`src/rtl/vga_cursor_overlay.sv`:
```
// vga_cursor_overlay: rebuilds beam position from the sync pulses and
// composites a 16x16 2-bpp cursor, one registered cycle behind the input.
module vga_cursor_overlay #(
  parameter int H_LINE          = 640,
  parameter int H_BACK_PORCH    = 48,
  parameter int V_LINE          = 480,
  parameter int V_BACK_PORCH    = 33,
  parameter bit SYNC_ACTIVE_LOW = 1'b1,
  parameter int CURSOR_SIZE     = 16
) (
  input  logic        pxclk,
  input  logic        rst_n,
  input  logic [3:0]  r_in,
  input  logic [3:0]  g_in,
  input  logic [3:0]  b_in,
  input  logic        hsync_in,
  input  logic        vsync_in,
  input  logic        cfg_we,
  input  logic [4:0]  cfg_addr,
  input  logic [31:0] cfg_wdata,
  output logic [3:0]  r,
  output logic [3:0]  g,
  output logic [3:0]  b,
  output logic        hsync,
  output logic        vsync,
  output logic        frame_locked
);

  localparam logic        LOW = SYNC_ACTIVE_LOW;
  localparam logic [11:0] HBP = 12'(H_BACK_PORCH);
  localparam logic [11:0] HLN = 12'(H_LINE);
  localparam logic [11:0] VBP = 12'(V_BACK_PORCH);
  localparam logic [11:0] VLN = 12'(V_LINE);
  localparam logic [11:0] CSZ = 12'(CURSOR_SIZE);

  logic        r_hs_d;
  logic        r_vs_d;
  logic [10:0] r_col;
  logic [10:0] r_row;
  logic        r_lock;
  logic        r_en;
  logic [31:0] r_bmp [16];
  logic [11:0] r_c0;
  logic [11:0] r_c1;
  logic [10:0] r_sx;
  logic [10:0] r_sy;
  logic [10:0] r_cx;
  logic [10:0] r_cy;
  logic [11:0] r_rgb;
  logic        r_hso;
  logic        r_vso;

  logic        w_hs;
  logic        w_vs;
  logic        w_hte;
  logic        w_vte;
  logic [10:0] w_col;
  logic [10:0] w_row;
  logic [11:0] w_x;
  logic [11:0] w_y;
  logic        w_vis;
  logic        w_hit;
  logic [3:0]  w_dx;
  logic [3:0]  w_dy;
  logic [31:0] w_line;
  logic [1:0]  w_code;
  logic [11:0] w_in;
  logic [11:0] w_rgb;

  assign w_hs  = hsync_in ^ LOW;
  assign w_vs  = vsync_in ^ LOW;
  assign w_hte = r_hs_d & ~w_hs;
  assign w_vte = r_vs_d & ~w_vs;

  // Counters describe the pixel on the inputs this cycle.
  always_comb begin
    w_col = r_col;
    if (w_hte)
      w_col = '0;
    else if (r_col != 11'h7FF)
      w_col = r_col + 11'd1;
  end

  always_comb begin
    w_row = r_row;
    if (w_vte)
      w_row = '0;
    else if (w_hte && r_row != 11'h7FF)
      w_row = r_row + 11'd1;
  end

  assign w_x = {1'b0, w_col} - HBP;
  assign w_y = {1'b0, w_row} - VBP;

  assign w_vis = ({1'b0, w_col} >= HBP) && (w_x < HLN) &&
                 ({1'b0, w_row} >= VBP) && (w_y < VLN);

  assign w_hit = r_en && r_lock && w_vis &&
                 (w_x >= {1'b0, r_cx}) &&
                 (w_x < {1'b0, r_cx} + CSZ) &&
                 (w_y >= {1'b0, r_cy}) &&
                 (w_y < {1'b0, r_cy} + CSZ);

  assign w_dx   = w_x[3:0] - r_cx[3:0];
  assign w_dy   = w_y[3:0] - r_cy[3:0];
  assign w_line = r_bmp[w_dy];
  assign w_code = w_hit ? w_line[{w_dx, 1'b0} +: 2] : 2'd0;
  assign w_in   = {r_in, g_in, b_in};

  always_comb begin
    w_rgb = w_in;
    unique case (w_code)
      2'd1:    w_rgb = r_c0;
      2'd2:    w_rgb = r_c1;
      2'd3:    w_rgb = ~w_in;
      default: w_rgb = w_in;
    endcase
  end

  always_ff @(posedge pxclk) begin
    if (!rst_n) begin
      r_hs_d <= 1'b0;
      r_vs_d <= 1'b0;
      r_col  <= '0;
      r_row  <= '0;
      r_lock <= 1'b0;
      r_cx   <= '0;
      r_cy   <= '0;
    end else begin
      r_hs_d <= w_hs;
      r_vs_d <= w_vs;
      r_col  <= w_col;
      r_row  <= w_row;
      if (w_vte) begin
        r_lock <= 1'b1;
        r_cx   <= r_sx;
        r_cy   <= r_sy;
      end
    end
  end

  always_ff @(posedge pxclk) begin
    if (!rst_n) begin
      for (int i = 0; i < 16; i++)
        r_bmp[i] <= '0;
      r_c0 <= '0;
      r_c1 <= '0;
      r_sx <= '0;
      r_sy <= '0;
      r_en <= 1'b0;
    end else if (cfg_we) begin
      unique case (1'b1)
        !cfg_addr[4]: r_bmp[cfg_addr[3:0]] <= cfg_wdata;
        cfg_addr == 5'd16: begin
          r_sx <= cfg_wdata[10:0];
          r_sy <= cfg_wdata[26:16];
        end
        cfg_addr == 5'd17: begin
          r_c0 <= cfg_wdata[11:0];
          r_c1 <= cfg_wdata[27:16];
        end
        cfg_addr == 5'd18: r_en <= cfg_wdata[0];
        default: ;
      endcase
    end
  end

  always_ff @(posedge pxclk) begin
    if (!rst_n) begin
      r_rgb <= '0;
      r_hso <= LOW;
      r_vso <= LOW;
    end else begin
      r_rgb <= w_rgb;
      r_hso <= hsync_in;
      r_vso <= vsync_in;
    end
  end

  assign r            = r_rgb[11:8];
  assign g            = r_rgb[7:4];
  assign b            = r_rgb[3:0];
  assign hsync        = r_hso;
  assign vsync        = r_vso;
  assign frame_locked = r_lock;

endmodule

```
`config.mk`:
```
export PLATFORM = sky130hd
export DESIGN_NAME = vga_cursor_overlay
export DESIGN_NICKNAME = d
export VERILOG_FILES = /design/src/rtl/vga_cursor_overlay.sv
export SDC_FILE = /design/constraint.sdc
export NUM_CORES = 1
export LEC_CHECK = 0
export ABC_AREA = 1
export CELL_PAD_IN_SITES_DETAIL_PLACEMENT = 1
export CELL_PAD_IN_SITES_GLOBAL_PLACEMENT = 1
export CORE_UTILIZATION = 52
export CTS_CLUSTER_DIAMETER = 30
export DETAILED_ROUTE_END_ITERATION = 8
export MAX_ROUTING_LAYER = met4
export PLACE_DENSITY_LB_ADDON = 0.15
export SETUP_SLACK_MARGIN = 0.15
export SKIP_CTS_REPAIR_TIMING = 1
export SYNTH_ARGS = -nofsm -noshare
export SYNTH_HDL_FRONTEND = slang
export SYNTH_SLANG_ARGS = --single-unit
```
`constraint.sdc`:
```
create_clock -name pxclk -period 8.79 [get_ports pxclk]
set_input_delay 1.758 -clock pxclk [delete_from_list [all_inputs] [get_ports pxclk]]
set_output_delay 1.758 -clock pxclk [all_outputs]
set_load 0.01 [all_outputs]
```
======== Yosys cells after proc, flatten, opt, wreduce, memory -nomap -nowiden ========
Memory sizes are Yosys's and may differ from the RTL's.
Cells that the tools add are included.
word-level totals
  register bits ........................... 108
  RAM bits ................................ 512
  word-level logic and storage cells ...... 74
  memories kept ........................... 1
memory list
  memory  depth  width  rd ports  clocked after memory_dff  write ports  RTL line  RTL
  r_bmp   16     32     1         0                         16           42        logic [31:0] r_bmp [16];
cells by class
  $add $sub $neg .......................... 8
  magnitude comparators ................... 8
  equal/unequal tests ..................... 8
  shift-type cells ........................ 1
  multiplexer cells ....................... 14
  bitwise operators ....................... 5
  reductions and logical operators ........ 14
operators by type and width
  operator               count
  $mux 11                4
  $pmux 12 s3            1
  $mux 32                1
  $reduce_or 32->1       1
  $shiftx 32x6->2        1
  $add 11x5->12 const B  2
  $ge 12x11->1           2
  $lt 12x12->1           2
  $sub 11x6->12 const B  2
  $add 11x1->11 const B  2
  $ge 11x6->1 const B    2
  $ne 11x11->1 const B   2
  $eq 5x5->1 const B     3
  $lt 12x10->1 const B   1
  $lt 12x9->1 const B    1
  $not 12->12            1
  $logic_and 1x1->1      10
  $sub 4x4->4            2
  $mux 1                 6
  $reduce_and 2->1       3
  $eq 2x2->1 const B     2
  $mux 4                 1
  $and 1x1->1            2
  $eq 2x1->1 const B     1
  other kinds (2)        3

======== Longest topological paths before layout ========
Gate-level depths: netlist of the first run.
  depth after elaboration ................. 16
  mapped depth ............................ 32
  depth with buffers taken out ............ 31

======== Worst setup path before layout of the first run ========
Ideal clock, no wire load.
  path kind ............................... input to register
  from .................................... input port hsync_in
  to ...................................... register r_rgb[10]
  arrival time ............................ 5.251 ns
  setup slack ............................. 3.430 ns
  stages .................................. 25
  buffers on the path ..................... 4
  path through ............................ nand2_1 inv_2 buf_4 nand3b_1 nand3_2 ha_1 inv_1 fa_1 inv_1 clkbuf_1 clkbuf_1 nand3_1 nand3_1 nand3_1 nand3_1 nand3_1 nand3_1 nand3_1 nand2_2 inv_1 o211ai_1 buf_2 a21oi_1 nand2_1 inv_1
between the ends
  cells in the longest elaborated chain, start to end .. 15
  elaborated cells between the ends (all ways) .. 32
  those cells by class .................... 4 x add/sub; 8 x order compare; 3 x eq/ne; 1 x shift; 5 x mux; 1 x bitwise; 9 x reduce/logical; 1 x memory
ends and longest elaborated chain
  element                                                 RTL line  RTL
  from (decl)                                             16        input logic hsync_in,
  $and 1x1->1 *                                           72        assign w_hte = r_hs_d & ~w_hs;
  branches (longest 11 deep; another with $mem_v2 16x32)  n/a
  $mux 2 *                                                107       assign w_code = w_hit ? w_line[{w_dx, 1'b0} +: 2] : 2'd0;
  $eq 2x2->1 or $eq 2x1->1 (tied branches)                112       unique case (w_code)
  $pmux 12 s3 *                                           112
  to (signal assigned)                                    174       r_rgb <= w_rgb;
  to (decl)                                               49        logic [11:0] r_rgb;
Mark *: on every way between the ends.
A chain may end at the register's enable or synchronous reset.

======== Final worst setup path of the first run ========
  from .................................... input port hsync_in
  to ...................................... register r_rgb[7]
Same word-level chain as after synthesis.

==> results by group, run 1 <==
Status
  • Status: complete, no violations

Logic synthesis
  • Asr flop ratio synth: 0%
  • Post-Synth Simple-Gate Area: 28.03%
  • Seq/Total Area, Yosys: between 60% and 70%
  • Ys flop type: edfxtp_1
  • Cell area after synthesis: 29,230 sq um
  • YS warnings: 0
  • Yosys cell types: 43
  • Flops & latches, synth: between 600 and 700
  • Post-Syn Instances: 3,223
  • Post-synth EDFFs: 512
  • Xor and xnor fraction of the mapped netlist area: 0.6849%
  • Synthesized area per cell: 9.069 sq um
  • Syn nets: 3,320
  • Largest family of logic cells by synthesized area: simple AND/OR/NAND/NOR gates
  • Mux share of post-synthesis cell area: 0%
  • Synth Area in Compound Gates: 3.746%
  • Post-Synth Adder-Cell Area: 1.892%

Setup path
  • Worst path max stage delay: 950 ps
  • Worst setup SP type: input pin
  • Crit path buffers/inverters: 6
  • Worst Setup EP: r_rgb[7]
  • Crit. Startpoint: hsync_in
  • Crit-path max FO: 22
  • Critical path arrival: 7890 ps
  • Worst EP required: ~9400 ps
  • Crit. End Element: flop
  • Worst R2R End: r_rgb[7]
  • CP top delay family: simple AND/OR/NAND/NOR gates
  • Cells on worst reg2reg path: 25
  • Most prevalent standard cell on the critical path: nand3_1
  • Crit path depth: 25
  • Reg-to-reg slack, setup: 2380 ps
  • FF-to-FF Start: r_row[0]
  • Setup CP Type: input pin to flop
  • Slowest stage cell, crit path: xnor2_4

Route
  • Initial detailed-routing violation count: 3,121
  • ANT nets after route: 0
  • Initial DRT Pass Iterations: 5
  • DRC viols: 0
  • Routed vias: roughly 26,000
  • Met3 routed WL: 11,030 um
  • M1 wire length: between 40,000 and 50,000 um
  • Highest Signal Layer: met4
  • WL/cell: 27.52 um
  • Vias per inst: about 6.3
  • Final WL: 113,700 um
  • DR WL met2: 52,970 um

Timing
  • Final setup vio count: 0
  • Hold Vio Cnt, Final: 0
  • Setup TNS: 0 ps
  • Rel. slew slack: 14.42%
  • Fmax: 0.1374 GHz
  • RSZ-0062 raised after global routing: no
  • Max-slew violations: 0
  • Period utilization: 82.81%
  • Fin Clk Skew: 32.61 ps
  • Worst slew pin tran: 1279 ps
  • Tmin final: between 7000 and 8000 ps

Layout
  • Finished Layout Cells: about 4,100
  • Commonest non-fill, non-tap cell in the layout: nand2_1
  • Synth-to-Final Area Change: 20.67%
  • Nets: 3,367
  • Layout cells sized above 1: 10.90%
  • Most frequent cells in the layout: 644 x nand2_1, 585 x nor2_1, 559 x nand3_1, 512 x edfxtp_1, 194 x inv_1
  • Antenna cells: 0
  • Fillers: 6,083

Clock network
  • Clk slew on worst S/H paths: 50 ps
  • CTS Sinks: 620
  • Max Root-Sink Buffers: 3
  • CTS tree: yes
  • Worst-Skew Late Latency: 740 ps
  • Clk root buf: clkbuf_16
  • Total CTS buffers: 140
  • Number of H-tree levels: 4

Global routing
  • Global route overflow: 0
  • GRT Overall Usage: 41.59%
  • Pin count of the biggest net entering global routing: 158
  • First-pass GRT wire length: roughly 170,000 um
  • Vias in the first global route: 27,387
  • Antenna violations before repair: 0

Place
  • Placed Instances: roughly 3,900
  • Placer Congestion: 0.8630
  • Port buffer count: 68
  • Dpl hpwl: roughly 58,000 um

Power
  • Max VDD drop: 224.8 uV
  • Pleak: between 0.01 and 0.015 uW
  • P per Cell Area: 283.7 nW/um^2

Floorplanning
  • Initial Util: a little over half
  • Num ports: 69
  • Core ar.: 55,310 sq um
  • Die area: 57,160 sq um
  • FP Rows: 86
  • Die span in y: 239.1 um
  • Die Span X: around 240 um

Hold path
  • Hold Startpoint: r_sy[9]
  • Hold crit path type: flop to flop

Job
  • Max_cap viols: 0
power breakdown:
group	internal [uW]	switching (uW)
Sequential	3330	57.3
Clock	3450	1770
Combinational	353	1050
Total	7140	2870
worst min path at each step:
stage	endpoint	slack (ps)	cells past startpoint
global route	r_sy[10]	450	2
finish	r_sy[9]	450	2
floorplan	r_sx[1]	420	2
CTS	r_sy[10]	440	2
detailed placement	r_sy[8]	440	2
global placement	r_sy[9]	430	2
state kept, by name (all words and copies together) (netlist names):
| name | count |
|---|---|
| r_sx | 11 |
| r_col | 11 |
| r_cy | 11 |
| frame_locked | 1 |
| r_rgb | 12 |
| hsync | 1 |
| r_c0 | 12 |
| r_hs_d | 1 |
| r_cx | 11 |
| r_en | 1 |
| r_vs_d | 1 |
| vsync | 1 |
| r_bmp | 512 |
| r_sy | 11 |
| r_row | 11 |
| r_c1 | 12 |
layout make-up:
cell class / instances / area (sq um) / share of cell area (%)
Clock buffer: 166 / 3682 / 10.44
Clock inverter: 90 / 979.7 / 2.778
Inverter: 202 / 765.7 / 2.171
Multi-Input combinational cell: 2179 / 10190 / 28.89
Sequential cell: 620 / 17540 / 49.72
Tap cell: 748 / 935.9 / 2.654
Timing Repair Buffer: 127 / 1181 / 3.349
through the flow:
step                      util (%)  setup WS [ps]  power (uW)  area [sq um]  hold slack [ps]
after global routing         63.77           1214       10200         35270            450.3
after detailed placement     55.34           1283        4728         30610            435.4
after floorplan                  -           3430        4204         29230            420.5
after global placement       55.34           1581        4670         30610            430.0
final                        63.77           1511       10010         35270            445.4
after CTS                    63.77           1704        9961         35270            444.0
layer usage:
metal  track usage (%)  vias to the layer above
li1                  -                    10924
met1             50.20                    12850
met2             63.63                     1633
met3             8.811                      529
met4             26.50                        0
met5                 -                        -
logic make-up (layout without fill, tap and decap cells):
logic type	count (synthesis)	after routing
XOR/XNOR	22	22
AND/OR/NAND/NOR	1906	1906
buffers and inverters	424	585
adder cells (fa/ha/maj)	43	43
flip-flops	620	620
AO/OA/AOI/OAI	208	208
Yosys cell counts, types with 4 or more instances:
library cell,n,area share [%]
a21oi_1,107,1.8
buf_1,19,0.24
buf_2,26,0.45
clkbuf_1,173,2.2
dfxtp_1,108,7.4
edfxtp_1,512,53
ha_1,41,1.8
inv_1,196,2.5
inv_2,6,0.077
nand2_1,676,8.7
nand2_2,13,0.28
nand3_1,559,9.6
nand3_2,16,0.55
nand3b_1,6,0.15
nand4_1,15,0.32
nor2_1,585,7.5
nor2_2,5,0.11
nor3_1,11,0.19
o21ai_0,82,1.4
o21ai_1,5,0.086
xnor2_1,4,0.12
xor2_1,17,0.51
worst register-to-register path, delay by kind of cell (launching register included):
kind,cells,cell delay (ps)
xor+xnor,2,1170
flops,1,480
fa+ha+maj,3,1020
compound gates,3,560
simple gates,13,2420
buf+inv,4,660
Note: power is estimated with default switching activity, not from simulation.
==> run 2: changes to the inputs <==
--- a/config.mk
+++ b/config.mk
@@ -8,7 +8,7 @@
 export ABC_AREA = 1
 export CELL_PAD_IN_SITES_DETAIL_PLACEMENT = 1
 export CELL_PAD_IN_SITES_GLOBAL_PLACEMENT = 1
-export CORE_UTILIZATION = 52
+export CORE_UTILIZATION = 49
 export CTS_CLUSTER_DIAMETER = 30
 export DETAILED_ROUTE_END_ITERATION = 8
 export MAX_ROUTING_LAYER = met4
==> constraint.sdc (replaced) <==
create_clock -name pxclk -period 7.4 [get_ports pxclk]
set_input_delay 1.48 -clock pxclk [delete_from_list [all_inputs] [get_ports pxclk]]
set_output_delay 1.48 -clock pxclk [all_outputs]
set_load 0.01 [all_outputs]
==> run 2 against run 1 <==
Against the previous run: clock skew shrank 2.3 ps; cell count grew 0.77%; clock power grew 17%; non-clock buffer count grew 9; routed wire length shrank 3.4%; register-to-register slack lost 790 ps; setup slack lost 440 ps; largest cell class unchanged; total power grew 18%; global-route usage shrank 3.7 points.
==> results by group, run 2 (synthesis gave the netlist of run 1 again) <==
Floorplanning
  • Num ports: 69
  • Initial Util: roughly 50%
  • FP Rows: 89
  • Die area: just over 60,000 sq um
  • Die Span X: 246.2 um
  • Core ar.: 59,020 sq um
  • Die span in y: between 200 and 250 um

Power
  • Clock network power share: 52.1%
  • NetSw: 3284 uW
  • Max VDD drop: 221.8 uV
  • P per Cell Area: between 300 and 400 nW/um^2
  • Switching share of total power: 27.87%
  • Flop pwr share: 34.1%
  • Final Power: 11,790 uW
  • Logic pwr share: 13.8%
  • Pleak: 0.01410 uW
  • P_int: 8502 uW

Route
  • DRC viols: 0
  • WL/cell: 26.39 um
  • Final WL: 109,900 um
  • Routed vias: roughly 25,000
  • ANT nets after route: 0
  • Initial detailed-routing violation count: 2,680
  • Initial DRT Pass Iterations: 5
  • Vias per inst: 6.116

Layout
  • Fillers: 6,559
  • Top reg by flops: r_bmp
  • Layout cells sized above 1: 11.18%
  • Fin area: around 35,000 sq um
  • Max reg flops: 512
  • Finished Layout Cells: 4,164
  • Multi-input combinational cell area: 10,190 sq um
  • Antenna cells: 0
  • Reg area: 17,540 sq um
  • Nets: approximately 3,400
  • Commonest non-fill, non-tap cell in the layout: nand2_1
  • Most frequent cells in the layout: 644 x nand2_1, 585 x nor2_1, 559 x nand3_1, 512 x edfxtp_1, 194 x inv_1
  • Synth-to-Final Area Change: 21.15%

Timing
  • Period utilization: between 80% and 90%
  • Fin Clk Skew: 30.33 ps
  • Tmin final: 6328 ps
  • Setup TNS: 0 ps
  • Final setup vio count: 0
  • Hold Vio Cnt, Final: 0
  • Rel. slew slack: between 20% and 30%
  • Fmax: between 0.15 and 0.2 GHz
  • Worst slew pin tran: 1115 ps
  • Max-slew violations: 0
  • RSZ-0062 raised after global routing: no

Clock network
  • Clk slew on worst S/H paths: 50 ps
  • CTS Sinks: 620
  • Max Root-Sink Buffers: 3
  • CTS tree: yes
  • Total CTS buffers: 141
  • Worst-Skew Late Latency: 730 ps
  • Clk root buf: clkbuf_16
  • Number of H-tree levels: 4

Place
  • Placer Congestion: 0.8555
  • Dpl hpwl: 60,480 um
  • Post-Place Cell Area: a little over 30,000 sq um
  • Port buffer count: 68
  • Placed Instances: 3,910

Global routing
  • Global routing's busiest layer: met2
  • Antenna violations before repair: 1
  • First-pass GRT wire length: 163,700 um
  • Grt met2 use: just under 60%
  • GRT Overall Usage: between 30% and 40%
  • Pin count of the biggest net entering global routing: about 180
  • Met3 global-route usage: 6.155%
  • Met1 Use GR: a little under half
  • Global route overflow: 0
  • Vias in the first global route: 26,848

Setup path
  • Critical path arrival: approximately 7000 ps
  • Worst EP required: between 8000 and 9000 ps
  • Slowest stage cell, crit path: xnor2_4
  • Worst path max stage delay: 770 ps
  • Crit-path max FO: 21
  • Most prevalent standard cell on the critical path: nand3_1
  • Crit. End Element: flop
  • Setup CP Type: input pin to flop
  • Worst setup SP type: input pin

Hold path
  • Hold crit path type: flop to flop

Job
  • Max_cap viols: 0

Status
  • Status: complete, no violations
-- run 2: layout make-up --
cell class                      instances  area share, %
Timing Repair Buffer                  136          3.668
Sequential cell                       620          49.53
Clock inverter                         84          2.636
Clock buffer                          170          10.50
Tap cell                              773          2.731
Multi-Input combinational cell       2179          28.77
Inverter                              202          2.163
-- run 2: critical path: cells and delay by family --
kind                       cells  cell delay, ps
and+or+nand+nor               12            1740
AOI/OAI and AO/OA              3             520
buffers and inverters          6            1530
adders and majority gates      2             650
xor gates and xnor gates       2             960
-- run 2: worst paths after layout --
kind            start       end  cells past startpoint  slack (ps)
max          hsync_in  r_rgb[4]                     25        1070
min           r_sy[1]   r_sy[1]                      2         440
max reg2reg  r_row[0]  r_rgb[4]                     25        1590
min reg2reg   r_sy[1]   r_sy[1]                      2         440
-- run 2: power groups by stage --
| stage | combinational (uW) | clock [uW] | sequential (uW) |
|---|---|---|---|
| floorplan | 940 | 0 | 4050 |
| global placement | 1510 | 0 | 4060 |
| detailed placement | 1560 | 0 | 4070 |
| CTS | 1600 | 6150 | 4020 |
| global route | 1720 | 6300 | 4030 |
| finish | 1630 | 6130 | 4020 |
-- run 2: per-layer routing --
| layer | wire [um] | vias to the layer above |
|---|---|---|
| li1 | - | 10938 |
| met1 | 42520 | 12822 |
| met2 | 52380 | 1334 |
| met3 | 9350 | 372 |
| met4 | 5647 | 0 |
| met5 | 0 | - |
-- run 2: per-stage QoR --
step	setup slack, ps	util (%)	hold WS (ps)
detailed placement	521.7	52.11	433.6
CTS	1164	60.00	440.6
global placement	823.0	52.11	430.1
floorplan	2318	-	420.5
global route	734.1	60.00	456.2
finish	1072	60.00	439.4
